### src/rtl/hazard_unit_mc_if.sv
// Signal bundle between the ID-stage pipeline control and the hazard/forwarding unit.
// The pipeline drives stage state (master); the hazard unit returns operands and controls (slave).
interface hazard_unit_mc_if #(
  parameter int unsigned XLEN  = 32,
  parameter int unsigned REGW  = 5,
  parameter int unsigned CNT_W = 32
);
  logic [REGW-1:0]  id_rs1;
  logic [REGW-1:0]  id_rs2;
  logic             id_use_rs1;
  logic             id_use_rs2;
  logic [XLEN-1:0]  id_rd1;
  logic [XLEN-1:0]  id_rd2;
  logic [REGW-1:0]  ex_wr;
  logic [REGW-1:0]  mem_wr;
  logic [REGW-1:0]  wb_wr;
  logic             ex_we;
  logic             mem_we;
  logic             wb_we;
  logic             ex_is_load;
  logic             mem_is_load;
  logic [XLEN-1:0]  ex_wd;
  logic [XLEN-1:0]  mem_wd;
  logic [XLEN-1:0]  wb_wd;
  logic             mem_ready;
  logic             id_branch_taken;
  logic [XLEN-1:0]  fwd_rd1;
  logic [XLEN-1:0]  fwd_rd2;
  logic             hold_pc_ifid;
  logic             bubble_idex;
  logic             freeze_all;
  logic             flush_ifid;
  logic [CNT_W-1:0] stall_cnt;
  logic [CNT_W-1:0] flush_cnt;

  modport master (
    output id_rs1, id_rs2, id_use_rs1, id_use_rs2, id_rd1, id_rd2,
    output ex_wr, mem_wr, wb_wr, ex_we, mem_we, wb_we, ex_is_load, mem_is_load,
    output ex_wd, mem_wd, wb_wd, mem_ready, id_branch_taken,
    input  fwd_rd1, fwd_rd2, hold_pc_ifid, bubble_idex, freeze_all, flush_ifid,
    input  stall_cnt, flush_cnt
  );

  modport slave (
    input  id_rs1, id_rs2, id_use_rs1, id_use_rs2, id_rd1, id_rd2,
    input  ex_wr, mem_wr, wb_wr, ex_we, mem_we, wb_we, ex_is_load, mem_is_load,
    input  ex_wd, mem_wd, wb_wd, mem_ready, id_branch_taken,
    output fwd_rd1, fwd_rd2, hold_pc_ifid, bubble_idex, freeze_all, flush_ifid,
    output stall_cnt, flush_cnt
  );
endinterface

### src/rtl/hazard_unit_mc.sv
// Hazard and forwarding controller for a 5-stage RV32 pipeline with branches resolved in ID:
// operand forwarding, multi-cycle load-use bubbles, memory-wait freeze and stall/flush counters.
module hazard_unit_mc #(
  parameter int unsigned XLEN     = 32,
  parameter int unsigned REGW     = 5,
  parameter int unsigned LOAD_LAT = 1,
  parameter int unsigned CNT_W    = 32
) (
  input logic           clk,
  input logic           rst_n,
  hazard_unit_mc_if.slave hz
);

  typedef enum logic [1:0] {StRun = 2'd0, StLuWait = 2'd1, StFreeze = 2'd2} state_e;

  // The detect cycle is the first bubble; LU_WAIT supplies the remaining LOAD_LAT-1 and
  // lu_cnt counts the LU_WAIT cycles still to come after the current one.
  localparam int unsigned WaitCycles = (LOAD_LAT > 1) ? LOAD_LAT - 1 : 0;
  localparam logic [1:0]  LuCntInit  = (WaitCycles > 0) ? 2'(WaitCycles - 1) : 2'd0;
  localparam logic        MemLoadFwd = (LOAD_LAT == 1);

  function automatic logic src_match(input logic use_src, input logic we,
                                     input logic [REGW-1:0] wr, input logic [REGW-1:0] rs);
    return use_src && we && (wr == rs) && (wr != '0);
  endfunction

  // A skipped stage still wins priority; the register-file value it returns is stale but
  // unused because the stall keeps the instruction in ID.
  function automatic logic [XLEN-1:0] fwd_pick(input logic m_ex, input logic m_mem,
                                               input logic m_wb, input logic [XLEN-1:0] rf,
                                               input logic [XLEN-1:0] exd,
                                               input logic [XLEN-1:0] memd,
                                               input logic [XLEN-1:0] wbd,
                                               input logic ex_skp, input logic mem_skp);
    if (m_ex)  return ex_skp ? rf : exd;
    if (m_mem) return mem_skp ? rf : memd;
    if (m_wb)  return wbd;
    return rf;
  endfunction

  logic m_ex_rs1, m_ex_rs2, m_mem_rs1, m_mem_rs2, m_wb_rs1, m_wb_rs2;
  logic ex_skip, mem_skip, lu, mem_stall;

  assign m_ex_rs1  = src_match(hz.id_use_rs1, hz.ex_we, hz.ex_wr, hz.id_rs1);
  assign m_ex_rs2  = src_match(hz.id_use_rs2, hz.ex_we, hz.ex_wr, hz.id_rs2);
  assign m_mem_rs1 = src_match(hz.id_use_rs1, hz.mem_we, hz.mem_wr, hz.id_rs1);
  assign m_mem_rs2 = src_match(hz.id_use_rs2, hz.mem_we, hz.mem_wr, hz.id_rs2);
  assign m_wb_rs1  = src_match(hz.id_use_rs1, hz.wb_we, hz.wb_wr, hz.id_rs1);
  assign m_wb_rs2  = src_match(hz.id_use_rs2, hz.wb_we, hz.wb_wr, hz.id_rs2);

  assign ex_skip   = hz.ex_is_load;
  assign mem_skip  = hz.mem_is_load && !MemLoadFwd;
  assign lu        = hz.ex_is_load && (m_ex_rs1 || m_ex_rs2);
  assign mem_stall = hz.mem_is_load && !hz.mem_ready;

  assign hz.fwd_rd1 = fwd_pick(m_ex_rs1, m_mem_rs1, m_wb_rs1, hz.id_rd1, hz.ex_wd, hz.mem_wd,
                               hz.wb_wd, ex_skip, mem_skip);
  assign hz.fwd_rd2 = fwd_pick(m_ex_rs2, m_mem_rs2, m_wb_rs2, hz.id_rd2, hz.ex_wd, hz.mem_wd,
                               hz.wb_wd, ex_skip, mem_skip);

  state_e     state_q, state_d, resume_q, resume_d;
  logic [1:0] lu_cnt_q, lu_cnt_d;

  always_ff @(posedge clk or negedge rst_n) begin
    if (!rst_n) begin
      state_q  <= StRun;
      resume_q <= StRun;
      lu_cnt_q <= 2'd0;
    end else begin
      state_q  <= state_d;
      resume_q <= resume_d;
      lu_cnt_q <= lu_cnt_d;
    end
  end

  always_comb begin
    state_d  = state_q;
    resume_d = resume_q;
    lu_cnt_d = lu_cnt_q;
    unique case (state_q)
      StRun: begin
        if (mem_stall) begin
          state_d  = StFreeze;
          resume_d = StRun;
        end else if (lu && (WaitCycles != 0)) begin
          state_d  = StLuWait;
          lu_cnt_d = LuCntInit;
        end
      end
      StLuWait: begin
        if (mem_stall) begin
          state_d  = StFreeze;
          resume_d = StLuWait;
        end else if (lu_cnt_q == 2'd0) begin
          state_d = StRun;
        end else begin
          lu_cnt_d = lu_cnt_q - 2'd1;
        end
      end
      StFreeze: begin
        if (hz.mem_ready) state_d = resume_q;
      end
      default: state_d = StRun;
    endcase
  end

  logic freeze, lu_run, in_lu_wait, hold, bubble, flush;

  // Gated by rst_n so the controls read 0 for the whole reset window, not just after an edge.
  always_comb begin
    lu_run     = (state_q == StRun) && lu;
    in_lu_wait = (state_q == StLuWait);
    freeze     = rst_n && ((state_q == StFreeze) || mem_stall);
    hold       = rst_n && (freeze || lu_run || in_lu_wait);
    bubble     = rst_n && !freeze && (lu_run || in_lu_wait);
    flush      = rst_n && hz.id_branch_taken && !hold;
  end

  assign hz.freeze_all   = freeze;
  assign hz.hold_pc_ifid = hold;
  assign hz.bubble_idex  = bubble;
  assign hz.flush_ifid   = flush;

  logic [CNT_W-1:0] stall_cnt_q, flush_cnt_q;

  always_ff @(posedge clk or negedge rst_n) begin
    if (!rst_n) begin
      stall_cnt_q <= '0;
      flush_cnt_q <= '0;
    end else begin
      stall_cnt_q <= stall_cnt_q + CNT_W'(hold);
      flush_cnt_q <= flush_cnt_q + CNT_W'(flush);
    end
  end

  assign hz.stall_cnt = stall_cnt_q;
  assign hz.flush_cnt = flush_cnt_q;

endmodule

### src/flat_wrapper.sv
// flat-port wrapper written by rule: the top's interface ports become plain ports
module hazard_unit_mc_flat 
#(
  parameter int unsigned XLEN     = 32,
  parameter int unsigned REGW     = 5,
  parameter int unsigned LOAD_LAT = 1,
  parameter int unsigned CNT_W    = 32
)
  (clk, rst_n, hz_id_rs1, hz_id_rs2, hz_id_use_rs1, hz_id_use_rs2, hz_id_rd1, hz_id_rd2, hz_ex_wr, hz_mem_wr, hz_wb_wr, hz_ex_we, hz_mem_we, hz_wb_we, hz_ex_is_load, hz_mem_is_load, hz_ex_wd, hz_mem_wd, hz_wb_wd, hz_mem_ready, hz_id_branch_taken, hz_fwd_rd1, hz_fwd_rd2, hz_hold_pc_ifid, hz_bubble_idex, hz_freeze_all, hz_flush_ifid, hz_stall_cnt, hz_flush_cnt);
  hazard_unit_mc_if #(.XLEN(XLEN), .REGW(REGW), .CNT_W(CNT_W)) hz_i ();
  input logic clk;
  input logic rst_n;
  input wire logic [$bits(hz_i.id_rs1)-1:0] hz_id_rs1;
  input wire logic [$bits(hz_i.id_rs2)-1:0] hz_id_rs2;
  input wire logic [$bits(hz_i.id_use_rs1)-1:0] hz_id_use_rs1;
  input wire logic [$bits(hz_i.id_use_rs2)-1:0] hz_id_use_rs2;
  input wire logic [$bits(hz_i.id_rd1)-1:0] hz_id_rd1;
  input wire logic [$bits(hz_i.id_rd2)-1:0] hz_id_rd2;
  input wire logic [$bits(hz_i.ex_wr)-1:0] hz_ex_wr;
  input wire logic [$bits(hz_i.mem_wr)-1:0] hz_mem_wr;
  input wire logic [$bits(hz_i.wb_wr)-1:0] hz_wb_wr;
  input wire logic [$bits(hz_i.ex_we)-1:0] hz_ex_we;
  input wire logic [$bits(hz_i.mem_we)-1:0] hz_mem_we;
  input wire logic [$bits(hz_i.wb_we)-1:0] hz_wb_we;
  input wire logic [$bits(hz_i.ex_is_load)-1:0] hz_ex_is_load;
  input wire logic [$bits(hz_i.mem_is_load)-1:0] hz_mem_is_load;
  input wire logic [$bits(hz_i.ex_wd)-1:0] hz_ex_wd;
  input wire logic [$bits(hz_i.mem_wd)-1:0] hz_mem_wd;
  input wire logic [$bits(hz_i.wb_wd)-1:0] hz_wb_wd;
  input wire logic [$bits(hz_i.mem_ready)-1:0] hz_mem_ready;
  input wire logic [$bits(hz_i.id_branch_taken)-1:0] hz_id_branch_taken;
  output wire logic [$bits(hz_i.fwd_rd1)-1:0] hz_fwd_rd1;
  output wire logic [$bits(hz_i.fwd_rd2)-1:0] hz_fwd_rd2;
  output wire logic [$bits(hz_i.hold_pc_ifid)-1:0] hz_hold_pc_ifid;
  output wire logic [$bits(hz_i.bubble_idex)-1:0] hz_bubble_idex;
  output wire logic [$bits(hz_i.freeze_all)-1:0] hz_freeze_all;
  output wire logic [$bits(hz_i.flush_ifid)-1:0] hz_flush_ifid;
  output wire logic [$bits(hz_i.stall_cnt)-1:0] hz_stall_cnt;
  output wire logic [$bits(hz_i.flush_cnt)-1:0] hz_flush_cnt;
  assign hz_i.id_rs1 = hz_id_rs1;
  assign hz_i.id_rs2 = hz_id_rs2;
  assign hz_i.id_use_rs1 = hz_id_use_rs1;
  assign hz_i.id_use_rs2 = hz_id_use_rs2;
  assign hz_i.id_rd1 = hz_id_rd1;
  assign hz_i.id_rd2 = hz_id_rd2;
  assign hz_i.ex_wr = hz_ex_wr;
  assign hz_i.mem_wr = hz_mem_wr;
  assign hz_i.wb_wr = hz_wb_wr;
  assign hz_i.ex_we = hz_ex_we;
  assign hz_i.mem_we = hz_mem_we;
  assign hz_i.wb_we = hz_wb_we;
  assign hz_i.ex_is_load = hz_ex_is_load;
  assign hz_i.mem_is_load = hz_mem_is_load;
  assign hz_i.ex_wd = hz_ex_wd;
  assign hz_i.mem_wd = hz_mem_wd;
  assign hz_i.wb_wd = hz_wb_wd;
  assign hz_i.mem_ready = hz_mem_ready;
  assign hz_i.id_branch_taken = hz_id_branch_taken;
  assign hz_fwd_rd1 = hz_i.fwd_rd1;
  assign hz_fwd_rd2 = hz_i.fwd_rd2;
  assign hz_hold_pc_ifid = hz_i.hold_pc_ifid;
  assign hz_bubble_idex = hz_i.bubble_idex;
  assign hz_freeze_all = hz_i.freeze_all;
  assign hz_flush_ifid = hz_i.flush_ifid;
  assign hz_stall_cnt = hz_i.stall_cnt;
  assign hz_flush_cnt = hz_i.flush_cnt;
  hazard_unit_mc #(.XLEN(XLEN), .REGW(REGW), .LOAD_LAT(LOAD_LAT), .CNT_W(CNT_W)) u_core (.clk(clk), .rst_n(rst_n), .hz(hz_i));
endmodule
### config.mk
export PLATFORM = sky130hd
export DESIGN_NAME = hazard_unit_mc_flat
export DESIGN_NICKNAME = d
export VERILOG_FILES = /design/src/rtl/hazard_unit_mc_if.sv /design/src/rtl/hazard_unit_mc.sv /design/src/flat_wrapper.sv
export SDC_FILE = /design/constraint.sdc
export NUM_CORES = 1
export LEC_CHECK = 0
export CORE_UTILIZATION = 30
export DETAILED_ROUTE_END_ITERATION = 10
export PLACE_DENSITY = 0.77
export SYNTH_ARGS = -nofsm -noshare
export SYNTH_HDL_FRONTEND = slang
export SYNTH_SLANG_ARGS = --single-unit
### constraint.sdc
create_clock -name clk -period 3.2 [get_ports clk]
set_clock_uncertainty 0.2 [all_clocks]
set_input_delay 0.48 -clock clk [delete_from_list [all_inputs] [get_ports clk]]
set_output_delay 0.48 -clock clk [all_outputs]
set_load 0.1 [all_outputs]
# ---- Word-level counts from Yosys, hierarchy flattened
# Cells that the tools add are included.
dict set report word_totals {
  regBits 70
  output_inout_bits 132
  word_cells 100
  inputBits 196
}
dict set report classes {
  eq_ne 12
  n_mux 34
  n_addsub 3
  n_reduce_logical 44
  n_bitwise 2
}
# op n
set ops {}
lappend ops {{$mux 32} 14}
lappend ops {{$add 32x1->32} 2}
lappend ops {{$eq 5x5->1} 6}
lappend ops {{$logic_and 1x1->1} 27}
lappend ops {{$reduce_bool 5->1} 3}
lappend ops {{$mux 1} 12}
lappend ops {{$mux 2} 6}
lappend ops {{$reduce_and 3->1} 3}
lappend ops {{$pmux 2 s3} 1}
lappend ops {{$logic_or 1x1->1} 5}
lappend ops {{$logic_not 2->1} 2}
lappend ops {{$ne 2x1->1 const B} 2}
lappend ops {{$pmux 2 s2} 1}
lappend ops {{$logic_not 1->1} 3}
lappend ops {{$ne 3x2->1 const B} 1}
lappend ops {{$eq 2x1->1 const B} 1}
lappend ops {{$eq 2x2->1 const B} 1}
lappend ops {{$ne 2x2->1 const B} 1}
lappend ops {{$not 1->1} 2}
lappend ops {{$reduce_bool 2->1} 1}
lappend ops {{$sub 2x1->2 const B} 1}

# ---- Logic depth before layout (Yosys ltp)
dict set report depth {
  word_depth 12
  depth_mapped 12
  mapped_depth_nobuf 12
}

# ---- Least setup slack after synthesis
# OpenSTA, ideal clock, no wires.
dict set report synth_timing {
  kind {input -> register}
  startpoint {input hz_ex_wr[2]}
  endpoint {register u_core.stall_cnt_q[28], in the netlist u_core.hz.stall_cnt[28]}
  n_path_buf 0
  stages 12
  t_required_ns 2.842
  arrival_ns 5.469
  slack_ns -2.627
  setup_time_ns 0.158
  path_cell_list {xor2_1 -> nor4_1 -> nand4_1 -> a211o_1 -> a21boi_0 -> ha_1 -> ha_1 -> nand3_1 -> nor4_1 -> and3_1 -> nand4_1 -> xnor2_1}
}
dict set report synth_via {
  elab_chain_len 10
  elab_cells_between_ends 14
  classes_between {add/sub: 1; eq/ne: 2; reduce/logical: 11}
}
# item line_no
set synth_lines {}
lappend synth_lines {{from (decl)} flat_wrapper.sv:19} ;# input wire logic [$bits(hz_i.ex_wr)-1:0] hz_ex_wr;
lappend synth_lines {{$eq 5x5->1} hazard_unit_mc.sv:24} ;# return use_src && we && (wr == rs) && (wr != '0);
lappend synth_lines {{$logic_and 1x1->1 (2 in series)} hazard_unit_mc.sv:24}
lappend synth_lines {{$logic_or 1x1->1 (*)} hazard_unit_mc.sv:53} ;# assign lu = hz.ex_is_load && (m_ex_rs1 || m_ex_rs2);
lappend synth_lines {{$logic_and 1x1->1 (*)} hazard_unit_mc.sv:53}
lappend synth_lines {{$logic_and 1x1->1 (*)} hazard_unit_mc.sv:111} ;# lu_run = (state_q == StRun) && lu;
lappend synth_lines {{$logic_or 1x1->1 (*) (2 in series)} hazard_unit_mc.sv:114} ;# hold = rst_n && (freeze || lu_run || in_lu_wait);
lappend synth_lines {{$logic_and 1x1->1 (*)} hazard_unit_mc.sv:114}
lappend synth_lines {{net hz_hold_pc_ifid} flat_wrapper.sv:34} ;# output wire logic [$bits(hz_i.hold_pc_ifid)-1:0] hz_hold_pc_ifid;
lappend synth_lines {{$add 32x1->32 (*)} hazard_unit_mc.sv:131} ;# stall_cnt_q <= stall_cnt_q + CNT_W'(hold);
lappend synth_lines {{to (signal assigned)} hazard_unit_mc.sv:131}
lappend synth_lines {{to (decl)} hazard_unit_mc.sv:124} ;# logic [CNT_W-1:0] stall_cnt_q, flush_cnt_q;
# The timed path passes the listed nets; every way through them passes the cells marked *.
# A chain may end at the register's enable or synchronous reset.

# ---- Worst setup path in the final report
dict set report layout_timing {
  startpoint {input hz_wb_wr[0]}
  endpoint {output hz_fwd_rd2[31]}
}
dict set report layout_via {
  elab_chain_len 9
  elab_cells_between_ends 11
  classes_between {eq/ne: 1; mux: 7; reduce/logical: 3}
}
# item line_no
set layout_lines {}
lappend layout_lines {{from (decl)} flat_wrapper.sv:21} ;# input wire logic [$bits(hz_i.wb_wr)-1:0] hz_wb_wr;
lappend layout_lines {{$eq 5x5->1} hazard_unit_mc.sv:24}
lappend layout_lines {{$logic_and 1x1->1} hazard_unit_mc.sv:24}
lappend layout_lines {{$logic_and 1x1->1 (*)} hazard_unit_mc.sv:24}
lappend layout_lines {{$mux 1 (2 in series)} hazard_unit_mc.sv:37} ;# if (m_wb) return wbd;
lappend layout_lines {{$mux 1} hazard_unit_mc.sv:36} ;# if (m_mem) return mem_skp ? rf : memd;
lappend layout_lines {{$mux 32 (*)} hazard_unit_mc.sv:38} ;# return rf;
lappend layout_lines {{$mux 32 (*)} hazard_unit_mc.sv:37}
lappend layout_lines {{$mux 32 (*)} hazard_unit_mc.sv:36}
lappend layout_lines {{to (decl)} flat_wrapper.sv:33} ;# output wire logic [$bits(hz_i.fwd_rd2)-1:0] hz_fwd_rd2;
# Mark *: on every way between the ends. The rest lies on a longest branch, timed or not. The select of a mux whose other input is x is not followed.

==> summary.txt <==
Outcome
  • Outcome: finished with violations
  • Failing checks: setup timing

Setup path
  • Worst r2r path cells: 11
  • Crit end category: primary output
  • CP max stage cell: or4_4
  • Setup CP Type: input pin to primary output
  • Crit path launch: hz_wb_wr[0]
  • CP required: 2520 ps
  • Startpoint Class: input pin
  • R2r endpoint: u_core.hz.flush_cnt[29]
  • Crit-path max cell delay: 530 ps
  • CP top delay family: simple AND/OR/NAND/NOR gates
  • Critical path peak fanout: 8
  • Crit path DAT: 2690 ps
  • Most common cell type on the critical path: buf_12
  • Worst path cell trace: buf_8 > xor2_1 > or4_4 > or3_4 > buf_6 > buf_12 > a221oi_4 > buf_4 > o21ai_4 > buf_12
  • Reg2reg start: u_core.state_q[0]
  • Slack of the worst reg-to-reg path: 570 ps
  • Worst path bufs/invs: 5

Timing
  • Slew HR: 45.4%
  • Final Hold Viols: 0
  • Final worst path period share: 105%
  • Final worst slack: -175 ps
  • Max Slew Vio Count: 0
  • Setup Total Neg Slack: -2230 ps
  • Final setup violation count: 32
  • Worst hold slack: 292 ps
  • Final min period: 3370 ps
  • Worst slew pin tran: 818 ps
  • RSZ-0062 raised after global routing: yes
  • Fmax: 296 MHz

Run
  • MaxCap Viol Count: 0

Hold path
  • Hold depth: 1
  • Hold Startpoint: u_core.hz.stall_cnt[31]
  • Min-Delay Path Class: register to register
  • Worst Hold Path EP: u_core.hz.stall_cnt[31]

Floorplanning
  • Die Footprint: 20300 um2
  • Num ports: 328
  • Die outline width: 142 um
  • Die Height: 142 um
  • Rows: 50
  • Core Footprint: 19000 um2
  • Initial Util: 31.1%

Pwr
  • Total chip power: 4.44 mW
  • Pwr dens: 317 nW/um2
  • Clock power share: 21.9%
  • Internal power: 2.49 mW
  • Peak VDD IR: 0.812 mV
  • Sequential share of power: 23.4%
  • Sw power: 1.96 mW
  • Switch share: 44.0%
  • Comb pwr share: 54.7%
  • Leak: 5.73 nW

Yosys
  • Synthesized area per cell: 8.44 um2
  • Synth Register Bits: 69
  • Cell taking the most area after synthesis: dfrtp_1
  • Syn_nets: 902
  • Syn Inst Count: 701
  • Synth warn: 0
  • Synth top area share: 29.2%
  • Netlist cell types: 41
  • Register area share after synthesis: 29.2%
  • Synth Cell Area: 5910 um2
  • Synth area leaders: dfrtp_1 (29%), xnor2_1 (9.3%), a221oi_2 (7.6%), o22ai_1 (5.9%), a21oi_1 (5.7%)

Drt
  • Pre-antenna DRT Iters: 7
  • Routed WL: 36900 um
  • # DRC: 0
  • Via count: 8443
  • Violation count after the first detailed-route iteration: 651
  • DR WL/cell: 25.9 um
  • Remaining antenna violation count: 0
  • Vias per inst: 5.93

Place
  • Placed insts: 1342
  • Post-place setup slack: -555 ps
  • Placer congestion estimate: 0.943
  • DPL Wire Length: 21700 um
  • Cell Area, Placed: 11800 um2
  • IO buf count: 327

Finish
  • Layout area overhead: 137%
  • Design Area, Final: 14000 um2
  • Post-layout util: 73.8%
  • Layout cells sized above 1: 48.6%
  • Fin cells: 1423
  • Fin nets: 1350
  • Filler cells: 1195

CTS
  • Skew-Pair Late Insertion Delay: 330 ps
  • CTS buffer count: 9
  • Reg clk slew, reported paths: 50 ps
  • CTS H-Tree Depth: 3
  • Clock sinks: 69
  • CTS tree: built
  • Clk buf depth: 2
  • CTS Root Cell: clkbuf_16

Global routing
  • Initial antenna violation count: 7
  • GRT overflow: 0
  • Largest net degree at the start of global routing: 97
  • Total GRT Usage: 34.9%
  • Vias in the first global route: 8654
  • First-pass GRT wire length: 53000 um
## cell type report
class	count	area [um2]	share of cell area [%]
well taps	260	325	2.32
repair buffers	492	5770	41.1
multi-input cells	572	5880	41.9
clock inverters	4	47.5	0.339
clock buffers	12	246	1.76
diodes	9	22.5	0.160
inverters	5	18.8	0.134
flip-flops and latches	69	1730	12.3
## routing by layer
metal  part of all wire (%)  global-route usage, %
met1                     37                   39.8
met2                     47                   56.4
met3                    9.6                   9.89
met4                    7.4                   24.2
met5                      0                      0
## cells in the mapped netlist
master / count
and3_1: 10
o21ai_0: 67
a211o_1: 1
nand2_1: 34
buf_2: 8
o21bai_1: 1
or4_1: 4
mux2_2: 1
a221oi_2: 30
nand4_1: 16
nor4_1: 5
mux2i_1: 1
buf_4: 1
nor3_1: 6
nand2b_1: 2
nor4bb_1: 1
buf_6: 4
or3_1: 3
a21oi_1: 67
a21boi_0: 1
xor2_1: 29
o211a_1: 1
dfrtp_1: 69
and4_1: 8
nor4b_1: 1
and2_1: 36
clkbuf_2: 1
or2_2: 10
o2111a_1: 1
inv_1: 5
a221oi_1: 34
o21ai_1: 6
o22ai_1: 56
nor2b_1: 33
o21a_1: 1
and4b_1: 1
nand3_1: 25
clkbuf_1: 41
xnor2_1: 63
nor2_1: 12
ha_1: 5
## cells in the final DEF (no fill, tap or decap), drive strengths merged, types with 2 or more instances in the layout
cell           instances
nand2                 34
clkbuf                25
clkdlybuf4s50        165
a21oi                 67
or4                    4
inv                    5
or2                   10
clkinv                 2
buf                  307
nor3                   6
ha                     5
a221oi                64
nand4                 16
or3                    3
nor4                   5
bufbuf                 4
nor2b                 33
nand3                 25
and2                  36
o21ai                 73
dfrtp                 69
nor2                  12
nand2b                 2
and3                  10
xor2                  29
xnor2                 63
diode                  9
o22ai                 56
and4                   8
## power by group through the flow
| stage | logic (mW) | clock network, mW | registers, mW |
|---|---|---|---|
| after floorplan | 0.901 | 0 | 1.49 |
| after global placement | 2.22 | 0 | 1.04 |
| after detailed placement | 2.23 | 0 | 1.05 |
| after CTS | 2.35 | 0.989 | 1.03 |
| after global routing | 2.50 | 1.03 | 1.05 |
| final | 2.43 | 0.974 | 1.04 |
## what timing repair did
action                                  in CTS  in global routing
pin swaps                                   64                 61
cloned                                      21                  1
resized for setup                          255                 94
hold buffers                                 1                  0
hold endpoints to repair                     3                  0
setup buffers                               25                 13
endpoints found under the setup margin      98                 97
## cells by family (layout without fill, tap and decap cells)
logic type | Yosys count | in the layout | synth area share [%]
compound gates | 266 | 266 | 31.3
fa+ha+maj | 5 | 5 | 1.06
mux | 2 | 2 | 0.360
flops | 69 | 69 | 29.2
xor+xnor | 92 | 92 | 13.6
other cells | 0 | 9 | 0
buf+inv | 60 | 513 | 4.57
simple gates | 207 | 207 | 19.9
## how the worst max path moves through the flow
stage | end | slack (ps) | cells after the start
after floorplan | u_core.hz.stall_cnt[28] | -570 | 12
after global placement | hz_fwd_rd2[31] | -510 | 9
after detailed placement | u_core.hz.flush_cnt[19] | -550 | 13
after CTS | hz_fwd_rd2[31] | -110 | 10
after global routing | hz_fwd_rd2[31] | -220 | 10
final | hz_fwd_rd2[31] | -170 | 10
## flip-flops by register name, summed over array words and instances, names as in the netlist
name                 cells
u_core.hz.flush_cnt     32
u_core.hz.stall_cnt     32
u_core.lu_cnt_q          2
u_core.resume_q          1
u_core.state_q           2
No activity file was read; power rests on OpenSTA's default activity.
